==> src/rtl/uart_tx_arbiter.sv <==
// Round-robin arbiter that feeds bytes from two requesters into one shared UART transmitter.
// Define TX_ARB_WATCHDOG_EN to build the WAIT_BUSY/WAIT_DONE watchdog and the sticky err_timeout flag.
module uart_tx_arbiter #(
    parameter int DATA_W    = 8,
    parameter int WD_CYCLES = 1024
) (
    input  logic              clock,
    input  logic              reset,
    input  logic              req0,
    input  logic [DATA_W-1:0] data0,
    output logic              ack0,
    input  logic              req1,
    input  logic [DATA_W-1:0] data1,
    output logic              ack1,
    output logic              tx_start,
    output logic [DATA_W-1:0] tx_data,
    input  logic              tx_busy,
    output logic [1:0]        grant,
    output logic              err_timeout,
    output logic [2:0]        state_dbg
);

    // Handshake: a requester holds reqN and dataN steady until it sees the one-cycle ackN pulse;
    // the arbiter samples requests only in IDLE, so a req still high afterwards is a new byte.
    typedef enum logic [2:0] {
        S_IDLE      = 3'd0,
        S_LOAD      = 3'd1,
        S_START     = 3'd2,
        S_WAIT_BUSY = 3'd3,
        S_WAIT_DONE = 3'd4
    } state_t;

    state_t            state, state_nx;
    logic              last, last_nx;
    logic              ack0_nx, ack1_nx, tx_start_nx, pick1;
    logic [1:0]        grant_nx;
    logic [DATA_W-1:0] tx_data_nx;
    logic              wd_expired;

`ifdef TX_ARB_WATCHDOG_EN
    localparam int WD_W = $clog2(WD_CYCLES + 1);

    logic [WD_W-1:0] wd_cnt;
    logic            err_q;

    // wd_cnt is zero on the first WAIT_BUSY cycle, so cnt == WD_CYCLES-1 marks the WD_CYCLES-th wait cycle.
    assign wd_expired = ((state == S_WAIT_BUSY) || (state == S_WAIT_DONE)) &&
                        (wd_cnt == WD_W'(WD_CYCLES - 1));

    always_ff @(posedge clock or negedge reset) begin
        if (!reset) begin
            wd_cnt <= '0;
            err_q  <= 1'b0;
        end else begin
            if (state == S_START)
                wd_cnt <= '0;
            else if ((state == S_WAIT_BUSY) || (state == S_WAIT_DONE))
                wd_cnt <= wd_cnt + 1'b1;
            if (wd_expired)
                err_q <= 1'b1;
        end
    end

    assign err_timeout = err_q;
`else
    assign wd_expired  = 1'b0;
    // Constant 0: WD_CYCLES is never negative, it is referenced only so the parameter stays in use.
    assign err_timeout = (WD_CYCLES < 0);
`endif

    always_comb begin
        state_nx    = state;
        last_nx     = last;
        ack0_nx     = 1'b0;
        ack1_nx     = 1'b0;
        tx_start_nx = 1'b0;
        grant_nx    = grant;
        tx_data_nx  = tx_data;
        // last == 0 means requester 0 was served last, so requester 1 takes a tie.
        pick1       = req1 && (!req0 || !last);
        case (state)
            S_IDLE: begin
                if (req0 || req1) begin
                    state_nx   = S_LOAD;
                    grant_nx   = pick1 ? 2'b10 : 2'b01;
                    tx_data_nx = pick1 ? data1 : data0;
                    ack0_nx    = !pick1;
                    ack1_nx    = pick1;
                    last_nx    = pick1;
                end
            end
            S_LOAD: begin
                if (!tx_busy) begin
                    state_nx    = S_START;
                    tx_start_nx = 1'b1;
                end
            end
            S_START:     state_nx = S_WAIT_BUSY;
            S_WAIT_BUSY: if (tx_busy) state_nx = S_WAIT_DONE;
            S_WAIT_DONE: begin
                if (!tx_busy) begin
                    state_nx = S_IDLE;
                    grant_nx = 2'b00;
                end
            end
            default: begin
                state_nx = S_IDLE;
                grant_nx = 2'b00;
            end
        endcase
        if (wd_expired) begin
            state_nx = S_IDLE;
            grant_nx = 2'b00;
        end
    end

    always_ff @(posedge clock or negedge reset) begin
        if (!reset) begin
            state    <= S_IDLE;
            last     <= 1'b1;
            ack0     <= 1'b0;
            ack1     <= 1'b0;
            tx_start <= 1'b0;
            grant    <= 2'b00;
            tx_data  <= '0;
        end else begin
            state    <= state_nx;
            last     <= last_nx;
            ack0     <= ack0_nx;
            ack1     <= ack1_nx;
            tx_start <= tx_start_nx;
            grant    <= grant_nx;
            tx_data  <= tx_data_nx;
        end
    end

    assign state_dbg = state;

endmodule

==> config.mk <==
export PLATFORM = sky130hd
export DESIGN_NAME = uart_tx_arbiter
export DESIGN_NICKNAME = d
export VERILOG_FILES = /design/src/rtl/uart_tx_arbiter.sv
export SDC_FILE = /design/constraint.sdc
export NUM_CORES = 1
export LEC_CHECK = 0
export CORE_MARGIN = 5
export CORE_UTILIZATION = 36
export CTS_CLUSTER_DIAMETER = 100
export DETAILED_ROUTE_END_ITERATION = 10
export PLACE_DENSITY_LB_ADDON = 0.2
export SYNTH_ARGS = -nofsm -noshare
export SYNTH_HDL_FRONTEND = slang
export SYNTH_SLANG_ARGS = --single-unit
==> constraint.sdc <==
create_clock -name clock -period 1.3 [get_ports clock]
set_input_delay 0.325 -clock clock [delete_from_list [all_inputs] [get_ports clock]]
set_output_delay 0.325 -clock clock [all_outputs]
set_load 0.02 [all_outputs]
After elaboration in Yosys (flattened, before gate mapping) --
Index checks and enable logic that the tools add are counted.
Storage, ports and cells: register bits after elaboration 17, bits of input ports 21, output and inout port bits 17, logic and storage cells 43
Cells by class: equal/unequal tests 8, muxes and demuxes 16, bitwise logic cells 1, reduce and logical (&&, ||, !) cells 11
Operators by type and width (count):
- 3-bit one-hot mux with 5 select lines | 1
- 3-bit 2-to-1 mux | 4
- 8-bit 2-to-1 mux | 1
- 2-bit inequality test, second input constant | 4
- 3-bit by 2-bit equality test with 1-bit output, second input constant | 2
- 1-bit 2-to-1 mux | 6
- 2-bit 2-to-1 mux | 3
- 2-bit one-hot mux with 3 select lines | 1
- 4-bit AND reduction | 1
- 3-bit by 1-bit equality test with 1-bit output, second input constant | 1
- 3-bit equality test, second input constant | 1
- 1-bit zero test | 3
- 3-bit zero test | 1
- 3-bit AND reduction | 1
- 3-bit OR reduction | 1
- 1-bit logical OR | 2
- 2-bit AND reduction | 1
- 1-bit logical AND | 1
- 1-bit NOT | 1

Logic depth before layout (Yosys ltp) --
Gate-level depths: netlist (run 1).
depth after elaboration 6, mapped depth 4, gate-level depth less buffers 3

Worst setup path before layout (run 1) --
Ideal clock, no wire load.
path kind register to register, start point register state[2] (netlist: state_dbg[2]), end point register tx_data[0], data arrival time 1385 ps, data required time 1175 ps, slack -210 ps, stages on the path, launching flop included 5, clock period less this slack 1510 ps, cell sequence dfrtp_1 -> nor3_4 -> and2_1 -> buf_6 -> mux2_4
On the way: cells in the longest elaborated chain, start to end 2
RTL lines:
- start: declaration | RTL line 33 | state_t state, state_nx;
- start signal: assignment | RTL line 127 | state <= state_nx;
- 3-bit zero test | RTL line 81 | case (state)
- 2-bit AND reduction (no source line)
- end signal: assignment | RTL line 133 | tx_data <= tx_data_nx;
- end: declaration | RTL line 16 | output logic [DATA_W-1:0] tx_data,
Every way passes these cells. A chain may end at the register's enable or synchronous reset.

Final worst setup path (run 1) --
start point register last, end point register tx_data[1]
On the way: cells in the longest elaborated chain, start to end 4
RTL lines:
- start: declaration | RTL line 34 | logic last, last_nx;
- start signal: assignment | RTL line 128 | last <= last_nx;
- 1-bit zero test | RTL line 80 | pick1 = req1 && (!req0 || !last);
- 1-bit logical OR | RTL line 80
- 1-bit logical AND | RTL line 80
- 8-bit 2-to-1 mux | RTL line 86 | tx_data_nx = pick1 ? data1 : data0;
Every way passes these cells.

==> results of run 1 <==
[stage by stage]
stage	cells	utilization
after floorplan	59	-
after global placement	134	0.593
after detailed placement	134	0.593
after CTS	140	0.641
after global routing	142	0.619
final	142	0.619
[sequential cells by signal (all words and copies together) (netlist names)]
signal	cells
ack0	1
ack1	1
grant	2
last	1
state_dbg	3
tx_data	8
tx_start	1
[power breakdown]
part	internal [mW]	switching, mW
combinational	0.912	0.760
sequential	0.787	0.144
clock	0.120	0.171
[worst reg2reg max path, delay by kind of cell (launching register included)]
family	cells	cell delay (ns)
flip-flops	1	0.57
multiplexers	2	0.55
buffers and inverters	1	0.14
AO/OA/AOI/OAI	1	0.06
[routing by layer]
metal	track usage	wire [µm]
met5	0	0
met4	0.109	74
met3	0.0356	114
met2	0.208	935
met1	0.160	885
[layout by cell type, fill, tap and decap left out, drive strengths merged, types with 2 or more instances in the layout]
cell,instances
nor2,3
nand2,2
dlygate4sd2,2
dfrtp,16
and2,2
clkbuf,6
clkdlybuf4s50,18
mux2,16
buf,31
a21boi,2
[timing repair]
item / in CTS / in global routing
pin swaps: 5 / 3
resized for setup: 64 / 20
hold endpoints to repair: 0 / 0
setup buffers: 2 / 2
endpoints found under the setup margin: 26 / 25
[worst paths after layout]
kind | slack (ns) | cells after the start | endpoint
max reg2reg | -0.12 | 4 | tx_data[1]$_DFFE_PN0P_
min reg2reg | 0.49 | 1 | grant[1]$_DFFE_PN0P_
min | 0.29 | 1 | tx_start$_DFF_PN0_
min in group clock | 0.49 | 1 | grant[1]$_DFFE_PN0P_
max in group asynchronous | 0.60 | 2 | ack1$_DFF_PN0_
max | -0.12 | 4 | tx_data[1]$_DFFE_PN0P_
[layout make-up]
type                            instances  area (µm²)  share of cell area
Multi-Input combinational cell         39         418               0.308
Tap cell                               28        35.0              0.0259
Clock buffer                            4        26.3              0.0194
Timing Repair Buffer                   54         445               0.329
Sequential cell                        17         430               0.318
[cells by family after synthesis]
group,after synthesis,synth area share
mux,16,0.255
simple gates,12,0.0956
xor+xnor,1,0.0106
other cells,1,0.00455
compound gates,9,0.0804
flops,17,0.517
buf+inv,3,0.0364
==> impl_metrics.json, run 1 <==
{
  "ys_ff_latch": 17,
  "cpPeakStageDelay_ns": 0.57,
  "critPathMaxFanout": 5,
  "fin_crit_sh": 1.09,
  "yosys_warnings": 0,
  "synth_top_cell_by_area": "dfrtp_1",
  "path_clk_slew_ns": 0.10,
  "cts_buffers": 3,
  "post-route-cell-area_um2": 1360,
  "cap_violations": 0,
  "post-dp-hpwl_mm": 1.51,
  "avgSynthCellArea_um2": 14.0,
  "start_util": 0.376,
  "place_area_um2": 1300,
  "tns_ns": -0.877,
  "antenna_found_initial": 0,
  "netlist-cell-type-count": 26,
  "yosysTopAreaCellShare": 0.486,
  "hp-class": "in -> async",
  "synth_top_cells_by_count": "dfrtp_1 (16), mux2_4 (8), mux2_1 (7), nor2_1 (3)",
  "ctsRootBufferMaster": "clkbuf_4",
  "grt_overflow_total": 0,
  "fmax_mhz": 705,
  "rsz0062_at_grt": "yes",
  "synthCells": 59,
  "crit_family": "flip-flops",
  "path_cells": "a21boi_4 > buf_6 > mux2_4 > mux2_4",
  "area_growth_pct": 64.3,
  "synth_area_leaders": "dfrtp_1 (49%), mux2_4 (15%), mux2_1 (9.6%)",
  "fillers": 193,
  "rows": 17,
  "period_minus_slack_ns": 1.42,
  "ios": 38,
  "first_iter_violations": 10,
  "die_h_um": 57.9,
  "drc_errors": 0,
  "vias_per_cell": 4.71,
  "cts.hold.buffers_added": 0,
  "drive_above_1_share": 0.544,
  "crit_start": "last$_DFFE_PN1P_",
  "finalWorstSetupSlack_ns": -0.118,
  "fin_nets": 136,
  "drt-pass1-iter-count": 4,
  "start_kind": "register",
  "routedWlPerCell_um": 14.1,
  "pre_cts_slack_ns": -0.625,
  "powerDensity_nw_per_um2": 2130,
  "yosys.cell_count.top_type": "dfrtp_1",
  "die_area_um2": 3350,
  "path_class": "reg -> reg",
  "r2r-start": "last$_DFFE_PN1P_",
  "arrival_ns": 1.61,
  "finClkSkew_ns": 0.00339,
  "finalHoldWorstSlack_ns": 0.287,
  "total_power_mw": 2.89,
  "status": "complete, but fails checks",
  "hold_violations": 0,
  "htree_levels": 1,
  "core_area_um2": 2190,
  "crit_top_cell": "mux2_4",
  "syn_nets": 80,
  "required_ns": 1.49,
  "cts_tree": "done",
  "grt_pass1_wl_mm": 3.43,
  "violations": "setup timing",
  "critPathBufInv": 1,
  "p_leak_nw": 0.644,
  "setup_violations": 9,
  "grt_usage": 0.136,
  "grt_max_degree": 10,
  "antenna_cells": 0,
  "yosysSeqAreaShare": 0.517,
  "ant_nets": 0,
  "clockBufferDepth": 2,
  "synth.cell_area_um2": 825,
  "end_kind": "register",
  "grt_pass1_vias": 741,
  "ir_drop_v": 0.00127,
  "gp_routability_congestion": 0.711,
  "worst_path_max_delay_cell": "dfstp_2",
  "async_reset_ff_frac": 1.00,
  "clock_sinks": 17,
  "place.port_buffers": 36,
  "wl_mm": 2.01,
  "yosys_most_used_dff": "dfrtp_1",
  "synth_edf_count": 0,
  "worstSkewPairLatency_ns": 0.29,
  "drv_slew": 0,
  "vias": 669,
  "dieWidth_um": 57.9
}
Power figures use the tool's default switching activity.
==> run 2, diff against run 1 <==
CORE_UTILIZATION = 30   (was 36)
PLACE_DENSITY = 0.72   (was not set)
PLACE_DENSITY_LB_ADDON = not set   (was 0.2)
==> impl_metrics.json, run 2 (synthesized netlist as in run 1, its figures left out) <==
{
  "worstSkewPairLatency_ns": 0.28,
  "fin_crit_sh": 1.10,
  "powerDensity_nw_per_um2": 2100,
  "dieWidth_um": 62.4,
  "drc_errors": 0,
  "antenna_cells": 0,
  "clock_sinks": 17,
  "cap_violations": 0,
  "final_cell_mix": "clkdlybuf4s50_1 (18), mux2_4 (15), dfrtp_1 (13)",
  "ant_nets": 0,
  "worst_r2r_path_depth": 4,
  "crit_path_end": "tx_data[6]$_DFFE_PN0P_",
  "drive_above_1_share": 0.527,
  "ios": 38,
  "p_leak_nw": 0.643,
  "ctsRootBufferMaster": "clkbuf_4",
  "start_util": 0.307,
  "area_growth_pct": 68.0,
  "die_h_um": 62.4,
  "hold_violations": 0,
  "gp_routability_congestion": 0.741,
  "wl_mm": 2.04,
  "setup_violations": 10,
  "grt_usage": 0.111,
  "first_iter_violations": 14,
  "die_area_um2": 3900,
  "critPathMaxFanout": 5,
  "start_kind": "register",
  "fin_nets": 134,
  "rows": 19,
  "finalWorstSetupSlack_ns": -0.127,
  "r2r-start": "last$_DFFE_PN1P_",
  "cts.hold.buffers_added": 0,
  "vias_per_cell": 4.59,
  "cts_tree": "done",
  "rsz0062_at_grt": "yes",
  "ir_drop_v": 0.00122,
  "drv_slew": 0,
  "crit_start": "last$_DFFE_PN1P_",
  "grt_overflow_total": 0,
  "place_area_um2": 1300,
  "vias": 656,
  "largest_reg_flops": 8,
  "reg2reg_slack_ns": -0.13,
  "finalNonFillerCells": 143,
  "status": "complete, but fails checks",
  "required_ns": 1.47,
  "hp-class": "in -> async",
  "grt_pass1_vias": 729,
  "post-route-cell-area_um2": 1390,
  "path_clk_slew_ns": 0.09,
  "finClkSkew_ns": 0.00133,
  "fillers": 248,
  "rr_endpoint": "tx_data[6]$_DFFE_PN0P_",
  "drt-pass1-iter-count": 3,
  "routedWlPerCell_um": 14.2,
  "clockBufferDepth": 2,
  "dp_cells": 135,
  "layout_commonest_cell": "clkdlybuf4s50_1",
  "end_kind": "register",
  "cts_buffers": 3,
  "period_minus_slack_ns": 1.43,
  "pre_cts_slack_ns": -0.607,
  "regMostFlops": "tx_data",
  "violations": "setup timing",
  "path_class": "reg -> reg",
  "post-dp-hpwl_mm": 1.51,
  "arrival_ns": 1.60,
  "fmax_mhz": 701,
  "grt_max_degree": 14,
  "antenna_found_initial": 0,
  "place.port_buffers": 36,
  "core_area_um2": 2690,
  "htree_levels": 1,
  "grt_pass1_wl_mm": 3.52
}
## run 2: how the worst min path moves through the flow
| stage | from | end | cells past startpoint |
|---|---|---|---|
| floorplan | reset | ack0$_DFF_PN0_ | 0 |
| global placement | grant[1]$_DFFE_PN0P_ | grant[1]$_DFFE_PN0P_ | 1 |
| detailed placement | tx_data[5]$_DFFE_PN0P_ | tx_data[5]$_DFFE_PN0P_ | 1 |
| CTS | reset | tx_data[7]$_DFFE_PN0P_ | 1 |
| global route | reset | tx_data[7]$_DFFE_PN0P_ | 1 |
| finish | reset | tx_data[7]$_DFFE_PN0P_ | 1 |
## run 2: layout make-up
| type | count | area (µm²) | area share |
|---|---|---|---|
| tap | 31 | 38.8 | 0.0280 |
| sequential | 17 | 430 | 0.311 |
| clock buffer | 4 | 26.3 | 0.0190 |
| multi-input combinational | 39 | 424 | 0.306 |
| timing repair buffer | 52 | 465 | 0.336 |
## run 2: power by group
group,switching [mW],internal [mW],total (mW)
registers,0.157,0.788,0.945
logic,0.770,0.933,1.70
clock network,0.148,0.119,0.267
## run 2: timing repair
action                     4_1_cts  5_1_grt
pin swaps                        1        4
hold endpoints to repair         0        0
gates cloned                     1        0
resized for setup               60       17
setup endpoints to repair       26       23
buffers inserted                 2        1
## run 2: per-layer routing
metal,vias to the layer above,global-route usage,part of all wire
li1,319,-,-
met1,315,0.139,0.45
met2,20,0.177,0.49
met3,2,0.0396,0.059
met4,0,0.0318,0.0039
met5,-,0,0
## run 2: worst max-delay path: stages (launching register included)
cell      delay (ns)
dfstp_2         0.56
a21boi_4        0.07
buf_6           0.14
mux2_4          0.29
mux2_4          0.25
## run 2: through the flow
| step | util | TNS [ns] | hold WS, ns | power (mW) |
|---|---|---|---|---|
| floorplan | - | -1.27 | 0.0294 | 1.84 |
| global placement | 0.484 | -6.18 | 0.469 | 2.54 |
| detailed placement | 0.484 | -6.29 | 0.491 | 2.58 |
| CTS | 0.523 | -1.19 | 0.280 | 2.93 |
| global route | 0.516 | -1.36 | 0.292 | 3.10 |
| finish | 0.516 | -0.968 | 0.285 | 2.91 |
